### config.mk
export PLATFORM = sky130hd
export DESIGN_NAME = xmem_arbiter
export DESIGN_NICKNAME = d
export VERILOG_FILES = /design/src/rtl/xmem_arbiter.sv
export SDC_FILE = /design/constraint.sdc
export NUM_CORES = 1
export LEC_CHECK = 0
export BUFFER_PORTS_ARGS = -buffer_cell sky130_fd_sc_hd__buf_4
export CORE_AREA = 2 2 122 124
export DETAILED_ROUTE_END_ITERATION = 6
export DIE_AREA = 0 0 124 126
export GPL_ROUTABILITY_DRIVEN = 0
export HOLD_SLACK_MARGIN = 0.05
export PLACE_DENSITY = 0.43
export SYNTH_ARGS = -nofsm -noshare
export SYNTH_HDL_FRONTEND = slang
export SYNTH_SLANG_ARGS = --single-unit
### constraint.sdc
create_clock -name clk -period 3.7 [get_ports clk]
set_input_delay 0.555 -clock clk [delete_from_list [all_inputs] [get_ports clk]]
set_output_delay 0.555 -clock clk [all_outputs]
set_load 0.005 [all_outputs]
### src/rtl/xmem_arbiter.sv
// Two-master Wishbone arbiter for the shared HyperRAM xmem bus: registered round-robin
// grant held for a whole CYC, plus an ack watchdog that terminates hung accesses.
module xmem_arbiter #(
  parameter int TIMEOUT_CYCLES = 1024,
  parameter bit FIXED_PRIORITY = 1'b0
) (
  input  logic        clk,
  input  logic        reset_n,
  input  logic [29:0] m0_adr_i,
  input  logic [31:0] m0_dat_i,
  output logic [31:0] m0_dat_o,
  input  logic        m0_we_i,
  input  logic [3:0]  m0_sel_i,
  input  logic        m0_stb_i,
  input  logic        m0_cyc_i,
  output logic        m0_ack_o,
  output logic        m0_err_o,
  input  logic [29:0] m1_adr_i,
  input  logic [31:0] m1_dat_i,
  output logic [31:0] m1_dat_o,
  input  logic        m1_we_i,
  input  logic [3:0]  m1_sel_i,
  input  logic        m1_stb_i,
  input  logic        m1_cyc_i,
  output logic        m1_ack_o,
  output logic        m1_err_o,
  output logic [29:0] s_adr_o,
  output logic [31:0] s_dat_o,
  output logic        s_we_o,
  output logic [3:0]  s_sel_o,
  output logic        s_stb_o,
  output logic        s_cyc_o,
  input  logic [31:0] s_dat_i,
  input  logic        s_ack_i,
  output logic [1:0]  grant,
  output logic        timeout_flag
);

  localparam int CNT_W = (TIMEOUT_CYCLES > 2) ? $clog2(TIMEOUT_CYCLES) : 1;
  localparam logic [CNT_W-1:0] WD_LAST = CNT_W'(TIMEOUT_CYCLES - 1);

  typedef enum logic [1:0] {IDLE, OWN0, OWN1} state_t;

  state_t           state;
  logic             last_owner;
  logic             wd_kill;
  logic [CNT_W-1:0] wd_cnt;
  logic [1:0]       err_q;
  logic             own_cyc;
  logic             own_stb;
  logic             ack_ok;

  // Owner-side request mux; everything is driven 0 while idle.
  always_comb begin
    own_cyc = 1'b0;
    own_stb = 1'b0;
    s_adr_o = '0;
    s_dat_o = '0;
    s_we_o  = 1'b0;
    s_sel_o = '0;
    if (grant[0]) begin
      own_cyc = m0_cyc_i;
      own_stb = m0_stb_i;
      s_adr_o = m0_adr_i;
      s_dat_o = m0_dat_i;
      s_we_o  = m0_we_i;
      s_sel_o = m0_sel_i;
    end else if (grant[1]) begin
      own_cyc = m1_cyc_i;
      own_stb = m1_stb_i;
      s_adr_o = m1_adr_i;
      s_dat_o = m1_dat_i;
      s_we_o  = m1_we_i;
      s_sel_o = m1_sel_i;
    end
  end

  assign s_cyc_o = own_cyc;
  assign s_stb_o = own_stb & ~wd_kill;

  // Acks are only honoured for a live, un-killed owner cycle; stale acks vanish.
  assign ack_ok   = s_ack_i & own_cyc & ~wd_kill;
  assign m0_ack_o = ack_ok & grant[0];
  assign m1_ack_o = ack_ok & grant[1];
  assign m0_dat_o = m0_ack_o ? s_dat_i : '0;
  assign m1_dat_o = m1_ack_o ? s_dat_i : '0;
  assign m0_err_o = err_q[0];
  assign m1_err_o = err_q[1];

  always_ff @(posedge clk or negedge reset_n) begin
    if (!reset_n) begin
      state        <= IDLE;
      grant        <= 2'b00;
      last_owner   <= 1'b1;
      wd_kill      <= 1'b0;
      wd_cnt       <= '0;
      err_q        <= 2'b00;
      timeout_flag <= 1'b0;
    end else begin
      err_q <= 2'b00;
      case (state)
        IDLE: begin
          wd_cnt  <= '0;
          wd_kill <= 1'b0;
          if (m0_cyc_i && (!m1_cyc_i || FIXED_PRIORITY || last_owner)) begin
            state <= OWN0;
            grant <= 2'b01;
          end else if (m1_cyc_i) begin
            state <= OWN1;
            grant <= 2'b10;
          end
        end
        OWN0, OWN1: begin
          if (!own_cyc) begin
            // Always pass through IDLE so s_cyc_o drops between owners.
            state      <= IDLE;
            grant      <= 2'b00;
            last_owner <= (state == OWN1);
            wd_cnt     <= '0;
            wd_kill    <= 1'b0;
          end else if (own_stb && !s_ack_i && !wd_kill) begin
            if (wd_cnt == WD_LAST) begin
              wd_kill      <= 1'b1;
              err_q        <= grant;
              timeout_flag <= 1'b1;
              wd_cnt       <= '0;
            end else begin
              wd_cnt <= wd_cnt + 1'b1;
            end
          end else begin
            wd_cnt <= '0;
          end
        end
        default: begin
          state <= IDLE;
          grant <= 2'b00;
        end
      endcase
    end
  end

endmodule

# Yosys cells after proc, flatten, opt, wreduce, memory -nomap -nowiden
# Cells that the tools add are included.
dict set report op_classes {
  mux 30
  n_bitwise 7
  n_eq_ne 7
  n_reduce_logical 14
  add_sub_neg 1
}
# op count
set op_table {}
lappend op_table {{$mux 32} 4}
lappend op_table {{$mux 30} 2}
lappend op_table {{$mux 10} 3}
lappend op_table {{$pmux 10 s2} 1}
lappend op_table {{$mux 2} 7}
lappend op_table {{$add 10x1->10 const B} 1}
lappend op_table {{$eq 10x10->1 const B} 1}
lappend op_table {{$mux 1} 9}
lappend op_table {{$ne 3x3->1 const B} 3}
lappend op_table {{$mux 4} 2}
lappend op_table {{$and 1x1->1} 5}
lappend op_table {{$pmux 2 s2} 1}
lappend op_table {{$reduce_and 2->1} 2}
lappend op_table {{$reduce_and 4->1} 1}
lappend op_table {{$logic_and 1x1->1} 3}
lappend op_table {{$logic_not 1->1} 3}
lappend op_table {{$reduce_and 3->1} 1}
lappend op_table {{$eq 2x1->1 const B} 1}
lappend op_table {{$eq 2x2->1 const B} 1}
lappend op_table {{$logic_not 2->1} 1}
lappend op_table {{$ne 2x2->1 const B} 1}
lappend op_table {{$not 1->1} 2}
lappend op_table {{$pmux 1 s2} 1}
lappend op_table {{$reduce_bool 2->1} 1}
lappend op_table {{2 further kinds} 2}
dict set report word_totals {
  ff_bits 17
  output_inout_bits 140
  input_bits 173
}

# Longest topological paths before layout
# Gate-level depths: netlist (run 1).
dict set report depth {
  ltp_word 7
  mapped_depth 9
}

# Worst setup path before layout (run 1)
# Ideal clock, no wire load.
dict set report synth_timing {
  kind {register to output}
  startpoint {reg, netlist name state[0]}
  endpoint {out m1_dat_o[22]}
  slack_ps 1662
  path_stages_with_launch 7
  n_path_buf 2
  arrival_ps 1483
  required_ps 3145
  cell_sequence {dfrtp_1 -> buf_2 -> nand3b_4 -> and2_4 -> nor4b_4 -> buf_2 -> and2_1}
}
# item line
set synth_rtl {}
lappend synth_rtl {{end, declared} 20} ;# output logic [31:0] m1_dat_o,

==> results of run 1 <==
[routing by layer]
layer,part of all wire,vias to the layer above
li1,-,1599
met1,0.37,1509
met2,0.52,204
met3,0.089,10
met4,0.014,0
met5,0,-
[per-stage QoR]
| stage | total power, mW | hold WS [ns] | std cells | setup WS [ns] | util |
|---|---|---|---|---|---|
| 6_report | 2.115 | 0.1690 | 751 | 1.089 | 0.3304 |
| 5_1_grt | 2.272 | 0.1820 | 751 | 0.9722 | 0.3304 |
| 4_1_cts | 2.146 | 0.1801 | 751 | 1.086 | 0.3304 |
| 3_5_place_dp | 1.920 | 0.4408 | 747 | 1.344 | 0.3249 |
| 3_3_place_gp | 1.919 | 0.4409 | 747 | 1.380 | 0.3249 |
| 2_1_floorplan | 0.9836 | 0.2594 | 272 | 1.662 | - |
[cell usage after synthesis (2+ instances only)]
library cell | instances | area, sq um
a21oi_1 | 5 | 25.02
a22o_1 | 67 | 586.8
and2_1 | 65 | 406.6
buf_2 | 9 | 45.04
clkbuf_1 | 14 | 52.55
dfrtp_1 | 16 | 400.4
ha_1 | 4 | 50.05
inv_1 | 8 | 30.03
nand2_1 | 20 | 75.07
nand3_1 | 6 | 30.03
nand4_1 | 8 | 50.05
nor2_1 | 4 | 15.01
nor3_1 | 5 | 25.02
nor3b_1 | 2 | 15.01
nor4_1 | 2 | 12.51
o211ai_1 | 4 | 30.03
o21ai_0 | 7 | 35.03
o22ai_1 | 2 | 12.51
or3_1 | 2 | 12.51
[worst register-to-register path, cell delays in order (launching register included)]
cell	delay, ns
dfrtp_2	0.53
nand3b_1	0.26
a211oi_2	0.78
nand2_1	0.34
o221ai_1	0.25
[power by group]
group	internal, mW	total (mW)	switching [mW]	leakage (nW)
Combinational	0.908	1.66	0.747	2.24
Clock	0.146	0.215	0.0686	0.0382
Sequential	0.205	0.245	0.0401	0.230
Total	1.26	2.11	0.856	2.51
[how the worst max path moves through the flow]
stage / start / cells past startpoint / slack, ns / endpoint
2_1_floorplan: state[0] / 6 / 1.66 / m1_dat_o[22]
3_3_place_gp: m0_cyc_i / 7 / 1.38 / m1_dat_o[6]
3_5_place_dp: m0_cyc_i / 7 / 1.34 / m1_dat_o[6]
4_1_cts: state[1] / 5 / 1.09 / s_sel_o[2]
5_1_grt: state[1] / 5 / 0.97 / s_sel_o[2]
6_report: state[1] / 5 / 1.09 / s_sel_o[2]
[layout make-up]
| type | count | area, sq um |
|---|---|---|
| well taps | 184 | 230.2 |
| repair buffers | 317 | 2380 |
| fillers | 1514 | 9584 |
| clock buffers | 4 | 78.83 |
| multi-input cells | 221 | 1583 |
| inverters | 8 | 30.03 |
| flip-flops and latches | 17 | 427.9 |
[placed cells by master, fill, tap and decap left out, types with 2 or more instances in the layout]
cell type,Yosys,layout
nand2_1,20,20
nand3_1,6,6
ha_1,4,4
o22ai_1,2,2
and2_1,65,65
nor3_1,5,5
nor4_1,2,2
o211ai_1,4,4
a21oi_1,5,5
inv_1,8,8
nand4_1,8,8
o21ai_0,7,7
a22o_1,67,67
buf_4,1,317
nor3b_2,1,2
or3_1,2,2
dfrtp_1,16,15
clkbuf_16,0,3
nor2_1,4,3
[sequential cells by signal, summed over array words and instances (netlist names)]
register,count
timeout_flag,1
last_owner,1
wd_kill,1
wd_cnt,10
err_q,2
state,2
[logic make-up after synthesis]
group / synth area share
AND/OR/NAND/NOR: 0.3432
flip-flops: 0.1987
AO/OA/AOI/OAI: 0.3549
adder cells (fa/ha/maj): 0.02331
buffers and inverters: 0.06993
multiplexers: 0.009907
==> qor.csv, run 1 <==
stage,metric,value,unit
synth,ys_warn_count,0,
global_routing,grt_util_all_layers,0.1479,
critical_path,crit_type,flop to primary output,
die,die_y,126,um
cts,clock_path_buffers,2,
global_routing,grt_max_degree,68,
synth,syn_nets,449,
critical_path,ff2ff_setup_slack,1.45,ns
die,start_util,0.1500,
critical_path,crit_path_max_incr_delay,0.56,ns
global_routing,overflow,0,
die,ios,313,
cts,htreeDepth,1,
cells_and_area,num-nets-final,745,
detailed_routing,drt_iter0_drc,118,
global_routing,grt_pass1_wl,17730,um
timing,finalSetupViolCount,0,
cts,cts_tree,built,
synth,avgSynthCellArea,7.894,sq um
die,core_area,14310,sq um
detailed_routing,vias,3322,
cts,hold_buffers,0,
cells_and_area,area_growth,120.3,%
synth,synth_flop_cell,dfrtp_1,
power_and_ir_drop,cellPowerDensity,447.2,nW/um^2
cells_and_area,diodes,0,
power_and_ir_drop,leakagePower,2.505,nW
placement,placed_area,4651,sq um
timing,clock.fmax,0.3830,GHz
timing,slew-limit-headroom,0.4136,
cts,clk_pin_slew,0.05,ns
global_routing,antenna_found_initial,0,
critical_path,cpMostUsedCell,buf_4,
timing,period_needed,2.611,ns
timing,skew,0.003536,ns
die,fp-row-count,44,
timing,final_hold_viol_count,0,
die,die_x,124,um
placement,dp_hpwl,10740,um
cells_and_area,post-route-cell-area,4730,sq um
global_routing,use_met3,0.02038,
cts,cts_sinks,17,
synth,synth-async-reset-ratio,1.000,
synth,seq_area_frac_synth,0.1987,
critical_path,r2r_start,state[0],
global_routing,grt_pass1_vias,3217,
cts,post_cts_buffers,0,
critical_path,rr_endpoint,wd_cnt[7],
critical_path,path_delay_family,buffers and inverters,
global_routing,busiest_layer,met2,
timing,worst_pin_slew,0.8780,ns
cts,cts_resized,0,
critical_path,cp.required,3.14,ns
critical_path,path_cells,inv_1 -> nor2_4 -> buf_4 -> a22o_1 -> buf_4,
global_routing,use_met2,0.2915,
critical_path,path_buf_inv,3,
critical_path,crit_path_end_kind,primary output,
critical_path,path_max_fanout,67,
critical_path,cp-start-kind,flop,
detailed_routing,drt-total-wl,12760,um
timing,rsz0062_at_grt,false,
critical_path,cp_slowest_cell,buf_4,
die,dieArea,15620,sq um
critical_path,rr_worst_depth,4,
cells_and_area,drive_gt1_frac,0.5855,
timing,slew_violations,0,
detailed_routing,drt_pass1_iterations,4,
synth,ys_ff_latch,17,
detailed_routing,antenna_left,0,
detailed_routing,via_per_inst,4.423,
global_routing,use_met1,0.1640,
synth,yosysUniqueCellTypes,41,
timing,period_share,0.7057,
power_and_ir_drop,peakVddDrop,0.2108,mV
detailed_routing,wl_per_cell,16.99,um
min_path,hold_path_class,primary input to asynchronous set/reset pin,
detailed_routing,drc_errors,0,
synth,synthCells,272,
critical_path,arrival,2.06,ns
synth,synth_edf_count,0,
job,max-cap-violations,0,
run_status,status,finished clean,
cts,cts_buffers,3,
cts,cts.root.buffer_cell,clkbuf_16,
synth,synth_area,2147,sq um
cts,worst_skew_pair.late_latency,0.24,ns
placement,io_buffers,312,
timing,fin_tns_setup,0,ns
Note: power is estimated with default switching activity, not from simulation.
==> run 2, diff against run 1 <==
--- a/config.mk
+++ b/config.mk
@@ -6,12 +6,12 @@
 export NUM_CORES = 1
 export LEC_CHECK = 0
 export BUFFER_PORTS_ARGS = -buffer_cell sky130_fd_sc_hd__buf_4
-export CORE_AREA = 2 2 122 124
+export CORE_AREA = 2 2 121 123
 export DETAILED_ROUTE_END_ITERATION = 6
-export DIE_AREA = 0 0 124 126
+export DIE_AREA = 0 0 123 125
 export GPL_ROUTABILITY_DRIVEN = 0
 export HOLD_SLACK_MARGIN = 0.05
-export PLACE_DENSITY = 0.43
+export PLACE_DENSITY = 0.46
 export SYNTH_ARGS = -nofsm -noshare
 export SYNTH_HDL_FRONTEND = slang
 export SYNTH_SLANG_ARGS = --single-unit
==> constraint.sdc (replaced) <==
create_clock -name clk -period 2.2 [get_ports clk]
set_input_delay 0.33 -clock clk [delete_from_list [all_inputs] [get_ports clk]]
set_output_delay 0.33 -clock clk [all_outputs]
set_load 0.005 [all_outputs]
==> run 2 against run 1 <==
Effect of this change: cell area up 3.6%; hold slack better by 0.22 ns; sequential share of layout area down 0.29 points; combinational power up 84%; sequential cell count unchanged; cell count up 1.6%; first-iteration DRC count down 25%; core utilization up 1.4 points; register-to-register slack worse by 1.2 ns; wire length up 10%; power up 80%; highest routed layer unchanged.
==> qor.csv, run 2 (same netlist as run 1, synthesis figures left out) <==
stage,metric,value,unit,change
placement,placed_area,4708,sq um,+1.2%
timing,period_needed,2.166,ns,
cts,clock_path_buffers,2,,unchanged
die,ios,313,,unchanged
power_and_ir_drop,leakagePower,2.591,nW,+3.4%
global_routing,grt_pass1_vias,3320,,+3.2%
power_and_ir_drop,cellPowerDensity,778.5,nW/um^2,+74%
global_routing,antenna_found_initial,0,,unchanged
cells_and_area,fin_util,0.3449,,+0.01445
power_and_ir_drop,power.clock.fraction,0.098,,-0.004
placement,dp.cells,753,,+0.80%
global_routing,grt_max_degree,59,,-13%
timing,finalSetupViolCount,0,,unchanged
critical_path,ff2ff_setup_slack,0.22,ns,-1.23 ns
critical_path,path_delay_family,simple AND/OR/NAND/NOR gates,,
placement,dp_hpwl,11730,um,+9.3%
die,dieArea,15380,sq um,-1.6%
timing,hold_ws,0.3844,ns,+0.2153 ns
die,fp-row-count,44,,unchanged
power_and_ir_drop,peakVddDrop,0.4223,mV,+100%
timing,rsz0062_at_grt,true,,
critical_path,crit_path_end_kind,primary output,,
cells_and_area,top_regs,"wd_cnt (10), err_q (2), state (2)",,
timing,fin_tns_setup,0,ns,unchanged
timing,skew,0.002039,ns,-0.001497 ns
power_and_ir_drop,power_frac_comb,0.800,,+0.017
placement,io_buffers,312,,unchanged
run_status,status,finished clean,,
detailed_routing,drt-total-wl,14040,um,+10%
critical_path,path_buf_inv,3,,unchanged
critical_path,cp-start-kind,flop,,
detailed_routing,antenna_left,0,,unchanged
cells_and_area,drive_gt1_frac,0.6097,,+0.02413
cells_and_area,num-nets-final,757,,+1.6%
die,core_area,14200,sq um,-0.77%
detailed_routing,drt_iter0_drc,88,,-25%
critical_path,crit_path_max_incr_delay,0.45,ns,-0.11 ns
critical_path,crit_type,flop to primary output,,
detailed_routing,vias,3377,,+1.7%
cells_and_area,register_area,429.2,sq um,+0.29%
cells_and_area,final_common_cell,buf_4,,
cells_and_area,area_growth,128.1,%,
cells_and_area,fin_cells,763,,+1.6%
critical_path,path_cells,nand3b_4 -> and2_4 -> nor4b_4 -> buf_4 -> buf_6 -> and2_4 -> buf_6,,
detailed_routing,via_per_inst,4.426,,about the same
global_routing,grt_util_all_layers,0.1657,,+0.01787
cts,cts_sinks,17,,unchanged
critical_path,arrival,1.84,ns,-0.22 ns
timing,final_hold_viol_count,0,,unchanged
power_and_ir_drop,p_switching,1.574,mW,+84%
die,die_x,123,um,-0.81%
placement,place_ws,0.2471,ns,-1.096 ns
cells_and_area,diodes,0,,unchanged
cells_and_area,largest_register,wd_cnt,,
power_and_ir_drop,p_int,2.239,mW,+78%
cells_and_area,post-route-cell-area,4898,sq um,+3.6%
cts,cts.root.buffer_cell,clkbuf_16,,
timing,fin_ws,0.03352,ns,-1.056 ns
detailed_routing,wl_per_cell,18.40,um,+8.3%
cells_and_area,final_cell_mix,"buf_4, a22o_1, and2_1, nand2_1, dfrtp_1",,
cells_and_area,multiInputGateArea,1603,sq um,+1.3%
cts,worst_skew_pair.late_latency,0.25,ns,about the same
die,die_y,125,um,-0.79%
detailed_routing,drc_errors,0,,unchanged
cts,cts_tree,built,,
min_path,hold_path_class,primary input to flop,,
die,start_util,0.1512,,+0.001163
cells_and_area,largest_reg_flops,10,,unchanged
global_routing,overflow,0,,unchanged
power_and_ir_drop,sequentialPowerShare,0.102,,-0.014
cells_and_area,fillers,1497,,-1.1%
timing,slew-limit-headroom,0.5823,,+0.1687
timing,period_share,0.9848,,
power_and_ir_drop,total_power,3.813,mW,+80%
job,max-cap-violations,0,,unchanged
cts,clk_pin_slew,0.05,ns,about the same
timing,slew_violations,0,,unchanged
cts,cts_buffers,3,,unchanged
critical_path,cp_slowest_cell,dfrtp_2,,
critical_path,cp.required,1.87,ns,-1.27 ns
timing,clock.fmax,0.4616,GHz,
global_routing,grt_pass1_wl,19240,um,+8.5%
detailed_routing,drt_pass1_iterations,4,,unchanged
power_and_ir_drop,switching_share,0.4128,,+0.008088
timing,worst_pin_slew,0.6266,ns,-0.2515 ns
cts,htreeDepth,1,,unchanged
critical_path,path_max_fanout,8,,-88%
[run 2: power groups by stage]
stage	Clock, mW	Combinational, mW	Sequential (mW)
final	0.374	3.05	0.389
after global routing	0.404	3.31	0.392
after CTS	0.387	3.04	0.395
after detailed placement	0	3.03	0.401
after global placement	0	3.04	0.394
after floorplan	0	1.28	0.375
[run 2: layout make-up]
cell class	instances	share of cell area
Timing Repair Buffer	329	0.5157
Multi-Input combinational cell	221	0.3272
Sequential cell	17	0.08761
Tap cell	184	0.04700
Clock buffer	3	0.01533
Inverter	8	0.006130
Clock inverter	1	0.001022
[run 2: path summary, 6_finish.rpt]
path                               from            to  depth (start not counted)
max                            state[0]  m1_dat_o[14]                          7
min                            m0_cyc_i      state[0]                          3
max reg2reg                    state[0]     wd_cnt[4]                          8
min reg2reg                timeout_flag  timeout_flag                          1
max in group asynchronous       reset_n    last_owner                          2
min in group asynchronous       reset_n  timeout_flag                          2
[run 2: tightest hold or removal path, stage by stage]
cell and delay, ns:
buf_4 0.12, o21ai_0 0.06, o22ai_1 0.08
[run 2: timing repair]
item / 4_1_cts / 5_1_grt
endpoints found under the setup margin: 32 / 41
cloned: 0 / 2
buffers inserted: 0 / 3
hold endpoints to repair: 16 / 0
gates resized for setup: 1 / 23
pin swaps: 0 / 7
hold buffers: 1 / 0
[run 2: per-layer routing]
layer	vias up	track usage	part of all wire
li1	1623	-	-
met1	1530	0.1723	0.35
met2	207	0.3253	0.54
met3	17	0.02965	0.082
met4	0	0.05481	0.030
met5	-	0	0
